`src/rtl/apb_i2c_regs.sv`:
```
// apb_i2c_regs: APB3 slave register front end for the I2C master core.
// Runs a two-state setup/access handshake with programmable wait states,
// decodes an 8-entry register map and drives single-cycle FIFO strobes.
// Ports:
//   PCLK, PRESET              clock, asynchronous active-high reset
//   PSEL/PENABLE/PWRITE       APB control
//   PADDR, PWDATA             APB address / write data
//   PRDATA/PREADY/PSLVERR     APB response (combinational, single-cycle)
//   status_in, tx_full,       core status and FIFO flags
//   rx_empty, rx_data
//   tx_data, tx_push, rx_pop  FIFO write data and push/pop strobes
//   prescale_reg, address_reg, command_reg   control registers to the core
module apb_i2c_regs #(
    parameter int unsigned DATA_W       = 8,
    parameter int unsigned ADDR_W       = 7,
    parameter int unsigned WAIT_STATES  = 0,
    parameter int unsigned PRESCALE_RST = 4
) (
    input  logic              PCLK,
    input  logic              PRESET,
    input  logic              PSEL,
    input  logic              PENABLE,
    input  logic              PWRITE,
    input  logic [ADDR_W-1:0] PADDR,
    input  logic [DATA_W-1:0] PWDATA,
    output logic [DATA_W-1:0] PRDATA,
    output logic              PREADY,
    output logic              PSLVERR,
    input  logic [1:0]        status_in,
    input  logic              tx_full,
    input  logic              rx_empty,
    input  logic [7:0]        rx_data,
    output logic [7:0]        tx_data,
    output logic              tx_push,
    output logic              rx_pop,
    output logic [DATA_W-1:0] prescale_reg,
    output logic [7:0]        address_reg,
    output logic [DATA_W-1:0] command_reg
);

    localparam int unsigned CNT_W = 4;

    localparam logic [0:0] ST_IDLE   = 1'b0;
    localparam logic [0:0] ST_ACCESS = 1'b1;

    localparam logic [2:0] A_PRESCALE = 3'd0;
    localparam logic [2:0] A_COMMAND  = 3'd1;
    localparam logic [2:0] A_ADDRESS  = 3'd2;
    localparam logic [2:0] A_TXDATA   = 3'd3;
    localparam logic [2:0] A_RXDATA   = 3'd4;
    localparam logic [2:0] A_STATUS   = 3'd5;

    logic [0:0]        r_state;
    logic [CNT_W-1:0]  r_cnt;
    logic [ADDR_W-1:0] r_addr;
    logic              r_write;
    logic [DATA_W-1:0] r_wdata;
    logic [DATA_W-1:0] r_prescale;
    logic [DATA_W-1:0] r_command;
    logic [7:0]        r_address;
    logic [7:0]        r_tx_data;

    logic [0:0]        w_state_nxt;
    logic [CNT_W-1:0]  w_cnt_nxt;
    logic              w_latch;
    logic              w_ready;
    logic              w_err;
    logic [DATA_W-1:0] w_rdata;
    logic              w_push_sel;
    logic              w_pop_sel;
    logic              w_wr_pre;
    logic              w_wr_cmd;
    logic              w_wr_adr;
    logic              w_tx_push;

    // Next-state logic: setup latches the request, access counts down the wait states
    always_comb begin
        w_state_nxt = r_state;
        w_cnt_nxt   = r_cnt;
        w_latch     = 1'b0;
        w_ready     = 1'b0;
        case (r_state)
            ST_IDLE: begin
                if (PSEL && !PENABLE) begin
                    w_latch     = 1'b1;
                    w_cnt_nxt   = CNT_W'(WAIT_STATES);
                    w_state_nxt = ST_ACCESS;
                end
            end
            ST_ACCESS: begin
                if (!PSEL || !PENABLE) begin
                    w_state_nxt = ST_IDLE;
                end else if (r_cnt != '0) begin
                    w_cnt_nxt = r_cnt - 1'b1;
                end else begin
                    w_ready     = 1'b1;
                    w_state_nxt = ST_IDLE;
                end
            end
            default: w_state_nxt = ST_IDLE;
        endcase
    end

    // Register-map decode on the latched request; a changed address/direction is an error
    always_comb begin
        w_err      = 1'b0;
        w_rdata    = '0;
        w_push_sel = 1'b0;
        w_pop_sel  = 1'b0;
        w_wr_pre   = 1'b0;
        w_wr_cmd   = 1'b0;
        w_wr_adr   = 1'b0;
        if (((r_addr >> 3) != '0) || (PADDR != r_addr) || (PWRITE != r_write)) begin
            w_err = 1'b1;
        end else begin
            case (r_addr[2:0])
                A_PRESCALE: begin
                    if (r_write) w_wr_pre = 1'b1;
                    else         w_rdata  = r_prescale;
                end
                A_COMMAND: begin
                    if (r_write) w_wr_cmd = 1'b1;
                    else         w_rdata  = {r_command[DATA_W-1:2], 2'b00};
                end
                A_ADDRESS: begin
                    if (r_write) w_wr_adr = 1'b1;
                    else         w_rdata  = DATA_W'(r_address);
                end
                A_TXDATA: begin
                    if (r_write && !tx_full) w_push_sel = 1'b1;
                    else                     w_err      = 1'b1;
                end
                A_RXDATA: begin
                    if (!r_write && !rx_empty) begin
                        w_rdata   = DATA_W'(rx_data);
                        w_pop_sel = 1'b1;
                    end else begin
                        w_err = 1'b1;
                    end
                end
                A_STATUS: begin
                    if (!r_write) w_rdata = DATA_W'({status_in[1], status_in[0], rx_empty, tx_full, 4'b0000});
                    else          w_err   = 1'b1;
                end
                default: w_err = 1'b1;
            endcase
        end
    end

    assign w_tx_push    = w_ready && w_push_sel;
    assign PREADY       = w_ready;
    assign PSLVERR      = w_ready && w_err;
    assign PRDATA       = (w_ready && !w_err) ? w_rdata : '0;
    assign tx_push      = w_tx_push;
    assign rx_pop       = w_ready && w_pop_sel;
    assign tx_data      = r_tx_data;
    assign prescale_reg = r_prescale;
    assign address_reg  = r_address;
    assign command_reg  = r_command;

    // State register
    always_ff @(posedge PCLK or posedge PRESET) begin
        if (PRESET) begin
            r_state <= ST_IDLE;
            r_cnt   <= '0;
        end else begin
            r_state <= w_state_nxt;
            r_cnt   <= w_cnt_nxt;
        end
    end

    // Setup-phase capture of the request
    always_ff @(posedge PCLK or posedge PRESET) begin
        if (PRESET) begin
            r_addr  <= '0;
            r_write <= 1'b0;
            r_wdata <= '0;
        end else if (w_latch) begin
            r_addr  <= PADDR;
            r_write <= PWRITE;
            r_wdata <= PWDATA;
        end
    end

    // Control registers; START/STOP command bits live for one cycle only
    always_ff @(posedge PCLK or posedge PRESET) begin
        if (PRESET) begin
            r_prescale <= DATA_W'(PRESCALE_RST);
            r_command  <= '0;
            r_address  <= '0;
            r_tx_data  <= '0;
        end else begin
            if (w_ready && w_wr_pre) r_prescale <= r_wdata;
            if (w_ready && w_wr_cmd) r_command <= r_wdata;
            else                     r_command[1:0] <= 2'b00;
            if (w_ready && w_wr_adr) r_address <= r_wdata[7:0];
            if (w_tx_push)           r_tx_data <= r_wdata[7:0];
        end
    end

endmodule
```
`config.mk`:
```
export PLATFORM = sky130hd
export DESIGN_NAME = apb_i2c_regs
export DESIGN_NICKNAME = d
export VERILOG_FILES = /design/src/rtl/apb_i2c_regs.sv
export SDC_FILE = /design/constraint.sdc
export NUM_CORES = 1
export LEC_CHECK = 0
export BUFFER_PORTS_ARGS = -buffer_cell sky130_fd_sc_hd__buf_2
export CAP_MARGIN = 5
export CORE_ASPECT_RATIO = 0.75
export CORE_MARGIN = 3
export CORE_UTILIZATION = 50
export CTS_CLUSTER_DIAMETER = 120
export DETAILED_ROUTE_END_ITERATION = 12
export PLACE_DENSITY = 0.79
export REMOVE_ABC_BUFFERS = 1
export SLEW_MARGIN = 5
export SYNTH_ARGS = -nofsm -noshare
export SYNTH_HDL_FRONTEND = slang
export SYNTH_SLANG_ARGS = --single-unit
```
`constraint.sdc`:
```
create_clock -name PCLK -period 3 [get_ports PCLK]
set_clock_uncertainty 0.1 [all_clocks]
set_input_delay 0.3 -clock PCLK [delete_from_list [all_inputs] [get_ports PCLK]]
set_output_delay 0.3 -clock PCLK [all_outputs]
set_load 0.1 [all_outputs]
```
==> results of run 1 <==
-- final cells by class --
| cell class | count | area (µm²) |
|---|---|---|
| clock buffers | 7 | 76.3 |
| clock inverters | 1 | 7.51 |
| fillers | 429 | 1680 |
| inverters | 6 | 22.5 |
| multi-input cells | 157 | 1290 |
| flip-flops and latches | 53 | 1330 |
| well taps | 72 | 90.1 |
| repair buffers | 80 | 576 |
-- metrics by stage --
step                cells  worst slack [ns]  TNS, ns   util  instance area (µm²)
CTS                   376             0.196        0  0.669                 3390
finish                376             0.202        0  0.669                 3390
global route          376            0.0213        0  0.669                 3390
floorplan             216             -1.97   -16.93      -                 2630
detailed placement    368             0.548        0  0.652                 3300
global placement      368             0.632        0  0.652                 3300
-- path summary, 6_finish.rpt --
| path | start | to | slack [ns] | cells after the start |
|---|---|---|---|---|
| max | r_addr[0]$_DFFE_PP0P_ | PRDATA[4] | 0.20 | 7 |
| min | PWDATA[1] | r_wdata[1]$_DFFE_PP0P_ | 0.09 | 3 |
| max reg2reg | r_addr[2]$_DFFE_PP0P_ | tx_data[7]$_DFFE_PP0P_ | 0.64 | 4 |
| min reg2reg | tx_data[6]$_DFFE_PP0P_ | tx_data[6]$_DFFE_PP0P_ | 0.41 | 1 |
| max in group asynchronous | PRESET | r_write$_DFFE_PP0P_ | 2.00 | 2 |
| min in group asynchronous | PRESET | tx_data[0]$_DFFE_PP0P_ | 0.14 | 2 |
-- logic make-up after synthesis --
logic type,count (synthesis),share of synthesized area
AND/OR/NAND/NOR,70,0.173
multiplexers,47,0.202
flip-flops,53,0.491
adder cells (fa/ha/maj),1,0.00462
XOR/XNOR,6,0.0194
buffers and inverters,22,0.0347
AO/OA/AOI/OAI,33,0.0749
-- critical path: cells and delay by family, from the launching register on --
family	cells	cell delay, ns
AO/OA/AOI/OAI	1	0.38
XOR/XNOR	1	0.23
buffers and inverters	3	0.62
flip-flops	1	0.47
AND/OR/NAND/NOR	2	0.38
-- synthesized netlist by cell type, types with 3 or more instances --
master    count
dfrtp_1      52
o21ai_0       7
a21oi_1      12
mux2i_1       4
nand2_1      10
nor2b_1       3
mux2_2       37
nor2_1        4
xnor2_1       4
mux2_4        6
or3b_2        5
clkbuf_1     10
inv_1         6
o21bai_1      4
nor3_1        8
nand3_1      10
nand3b_1      9
a211oi_1      4
nor4_1        3
-- report_power, final --
group / total (mW) / internal, mW / switching (mW) / leakage [nW]
registers: 0.843 / 0.766 / 0.0771 / 0.701
clock network: 0.396 / 0.166 / 0.230 / 0.0385
logic: 0.302 / 0.136 / 0.167 / 0.913
-- metal layers --
layer  vias to the layer above  GRT usage  share of wire
met2                        58      0.319           0.47
met5                         -          0              0
met1                      1029      0.279           0.46
li1                        982          -              -
met3                         6     0.0586          0.056
met4                         0     0.0502         0.0082
==> metrics, run 1 <==
clk buf depth 2; Synth top area share 0.481; Power Density 455 nW/µm²; Synth Flop Type dfrtp_1; CTS resizes 0; RSZ-0062 raised after global routing false; post-route minimum period 2.80 ns; Syn-to-layout area delta 25.3%; TritonCTS clock tree done; Net count, final 336; clock buffer count from CTS 5; clock root buffer clkbuf_8; DP HPWL 4670 µm; gpl congestion approximately 0.83; first-pass GRT wire length 10100 µm; max-cap viol count 0; number of core rows 22; cells after synthesis 232; fmax 0.357 GHz; Crit Path Class flop to output port; class of the worst hold path primary input to flop; initial antenna violation count 0; number of synthesized flops with an enable pin 0; Pre-Repair DR Iteration Count 4; Die Y 69.7 µm; gr ovfl total 0; CTS H-tree depth 2; final hold violation count 0; DRT antenna net count 0; DIE WIDTH 90.9 µm; Max FO, Critical Path 25; Clk Latency, worst-skew pair approximately 0.31 ns; sequential fraction of the synthesis area 0.491; CP dominant cell by count buf_12; Yosys top cell by area dfrtp_1; Syn. warnings 0; Final Routed Wirelength between 6000 and 7000 µm; residual DRC count 0; Total Routing Usage GR 0.203; top post-synthesis cells by area dfrtp_1 48%, mux2_2 15%, mux2_4 3.3%; DR WL/cell 17.0 µm; fraction of layout cells with a size suffix above 1 0.470; total power 1.54 mW; Clk pin slew, worst setup/hold paths 0.09 ns; initial core utilization 0.534; asr flop ratio synth 1.00; Cell Area, Synth 2710 µm²; n_diodes 0; WHS 0.0870 ns; CP max stage delay around 0.47 ns; slew margin rel. 0.296; actual slew at the worst max-slew pin 1.06 ns; Sink Count 53; IO Count 76; LEAKAGE 1.65 nW; fin crit share 0.933; Synth Area per Inst 11.7 µm²; Critical Path Sink Type output port; total setup buffers inserted after CTS 0; die area around 6300 µm²; CP Data Arrival Time 2.40 ns; Peak VDD IR between 0.4 and 0.5 mV; sequence of cells on the critical path buf_12 > xnor2_1 > and4_1 > nand4_1 > buf_4 > a211oi_1 > buf_12; largest net degree at the start of global routing 54; final setup vio count 0; CP max stage cell dfrtp_1; # hold bufs at CTS 0; placeable core area 5060 µm²; outcome completed; Unique masters post-synth 44; number of synthesized register bits 53; via count 2075; Req. time, crit path 2.60 ns; Worst setup SP type flop; max-slew violations 0; port bufs 75; commonest non-fill, non-tap cells in the layout 65 x buf_2, 52 x dfrtp_1, 37 x mux2_2; DRT iter0 DRCs roughly 90; Via density 5.52; commonest non-fill, non-tap cell in the layout buf_2; vias in the first global route 2001
Power figures use the tool's default switching activity.
==> inputs of run 2 (changes only) <==
--- a/config.mk
+++ b/config.mk
@@ -7,9 +7,9 @@
 export LEC_CHECK = 0
 export BUFFER_PORTS_ARGS = -buffer_cell sky130_fd_sc_hd__buf_2
 export CAP_MARGIN = 5
-export CORE_ASPECT_RATIO = 0.75
 export CORE_MARGIN = 3
 export CORE_UTILIZATION = 50
+export CTS_BUF_LIST = sky130_fd_sc_hd__clkbuf_4
 export CTS_CLUSTER_DIAMETER = 120
 export DETAILED_ROUTE_END_ITERATION = 12
 export PLACE_DENSITY = 0.79
==> run 2 against run 1 <==
Combinational power barely moved. Global-route usage rose by 1.1 points. Register-to-register slack worse by 0.02 ns. Largest cell class unchanged. Sequential power down 0.5%. Sequential share of layout area fell by 0.11 points. Core utilization down 1.1 points. Final cell count down 0.27%. Wire length up 2.3%.
==> metrics, run 2 (same netlist as run 1, synthesis figures left out) <==
outcome completed; Via density 5.72 (+3.6%); initial core utilization 0.523 (-0.0111); CP Data Arrival Time 2.47 ns (+0.07 ns); CTS H-tree depth 2 (unchanged); WHS 0.0134 ns (-0.0736 ns); DIE WIDTH 79.6 µm (-13%); TritonCTS clock tree done; final cell count without fillers 375 (-0.27%); fmax 0.348 GHz (-2.7%); number of core rows 26 (+18%); die area 6330 µm² (-0.14%); DR WL/cell 17.4 µm (+2.6%); # hold bufs at CTS 0 (unchanged); Peak VDD IR 0.246 mV (-46%); residual DRC count 0 (unchanged); Crit Path Class flop to output port; internal reg-to-reg setup slack 0.62 ns (-0.02 ns); RSZ-0062 raised after global routing true; LEAKAGE 1.65 nW (about the same); Pre-Repair DR Iteration Count 4 (unchanged); gr ovfl total 0 (unchanged); largest net degree at the start of global routing 54 (unchanged); Die Y 79.6 µm (+14%); clock buffer count from CTS 5 (unchanged); final hold violation count 0 (unchanged); n_diodes 0 (unchanged); Worst setup SP type flop; sequence of cells on the critical path inv_1 > ha_1 > nor3b_2 > and2_1 > nand4_1 > buf_4 > nor3_1 > buf_12; max-slew violations 0 (unchanged); commonest non-fill, non-tap cell in the layout buf_2; DRT iter0 DRCs 152 (+71%); total setup buffers inserted after CTS 0 (unchanged); multi-input logic area 1320 µm² (+2.0%); class of the worst hold path primary input to flop; Max FO, Critical Path 12 (-52%); post-route minimum period 2.87 ns (+0.0769 ns); via count 2145 (+3.4%); CP max stage delay 0.41 ns (-0.06 ns); slew margin rel. 0.267 (-0.0283); fin crit share 0.958 (+0.0256); DP HPWL 4730 µm (+1.2%); Final Routed Wirelength 6520 µm (+2.3%); Net count, final 337 (+0.30%); placeable core area 5170 µm² (+2.1%); Syn-to-layout area delta 25.9%; filler cell count in the final layout 408 (-4.9%); DRT antenna net count 0 (unchanged); Req. time, crit path 2.60 ns (about the same); clk buf depth 2 (unchanged); first-pass GRT wire length 10400 µm (+2.9%); Critical Path Sink Type output port; Total Routing Usage GR 0.215 (+0.0114); actual slew at the worst max-slew pin 1.10 ns (+0.0424 ns); commonest non-fill, non-tap cells in the layout 65 x buf_2, 50 x dfrtp_1, 37 x mux2_2; IO Count 76 (unchanged); gpl congestion 0.833 (+0.26%); fraction of layout cells with a size suffix above 1 0.502 (+0.0312); max-cap viol count 0 (unchanged); Sink Count 53 (unchanged); CP max stage cell dfrtp_1; Clk Latency, worst-skew pair 0.38 ns (+0.07 ns); clock root buffer clkbuf_4; placed cells 367 (-0.27%); initial antenna violation count 0 (unchanged); flip-flop and latch area 1330 µm² (+0.19%); Clk pin slew, worst setup/hold paths 0.15 ns (+0.06 ns); vias in the first global route 2021 (+1.0%); port bufs 75 (unchanged); final setup vio count 0 (unchanged); Power Density 453 nW/µm² (-0.31%)
-- run 2: cell count changes in the layout (fill, tap and decap cells not counted), sizes merged --
cell / previous run / this run
buf: 80 / 81
clkinv: 0 / 1
clkbuf: 7 / 5
bufinv: 0 / 1
-- run 2: stage by stage --
step / util / cell area [µm²] / total power [mW] / setup WS [ns] / setup TNS, ns
after CTS: 0.653 / 3380 / 1.54 / 0.0212 / 0
final: 0.658 / 3400 / 1.54 / 0.125 / 0
after global placement: 0.637 / 3300 / 1.14 / 0.524 / 0
after detailed placement: 0.637 / 3300 / 1.15 / 0.499 / 0
after floorplan: - / 2630 / 1.04 / -1.97 / -16.93
after global routing: 0.658 / 3400 / 1.62 / -0.0322 / -0.0851
-- run 2: repair_timing --
action,4_1_cts,5_1_grt
gates resized for setup,0,8
setup endpoints to repair,0,8
endpoints found under the hold margin,0,0
-- run 2: path summary, 6_finish.rpt --
path	cells past startpoint	start	endpoint
max	8	r_cnt[0]$_DFFE_PP0P_	PRDATA[0]
min	3	PWDATA[1]	r_wdata[1]$_DFFE_PP0P_
max reg2reg	5	r_addr[1]$_DFFE_PP0P_	tx_data[2]$_DFFE_PP0P_
min reg2reg	1	tx_data[4]$_DFFE_PP0P_	tx_data[4]$_DFFE_PP0P_
max in group asynchronous	2	PRESET	r_write$_DFFE_PP0P_
min in group asynchronous	2	PRESET	tx_data[0]$_DFFE_PP0P_
-- run 2: critical path, delay by kind of cell, from the launching register on --
family                   cells  cell delay [ns]
AND/OR/NAND/NOR              4             0.96
buffers and inverters        3             0.55
flip-flops                   1             0.41
adder cells (fa/ha/maj)      1             0.19
-- run 2: area by class of cell --
cell class	count	area share
Clock inverter	3	0.0121
Multi-Input combinational cell	157	0.386
Sequential cell	53	0.391
Tap cell	70	0.0257
Timing Repair Buffer	81	0.168
Inverter	6	0.00662
Clock buffer	5	0.0110
-- run 2: metal layers --
layer,vias to the layer above,part of all wire,global-route usage,wire (µm)
met5,-,0,0,0
met2,76,0.50,0.350,3280
met4,0,0.020,0.0808,133
met1,1066,0.42,0.286,2740
met3,14,0.056,0.0384,367
li1,989,-,-,-
-- run 2: report_power, final --
part           leakage, nW  internal (mW)  switching, mW
registers            0.699          0.767         0.0714
clock network       0.0389          0.173          0.227
logic                0.915          0.132          0.172
total                 1.65           1.07          0.471
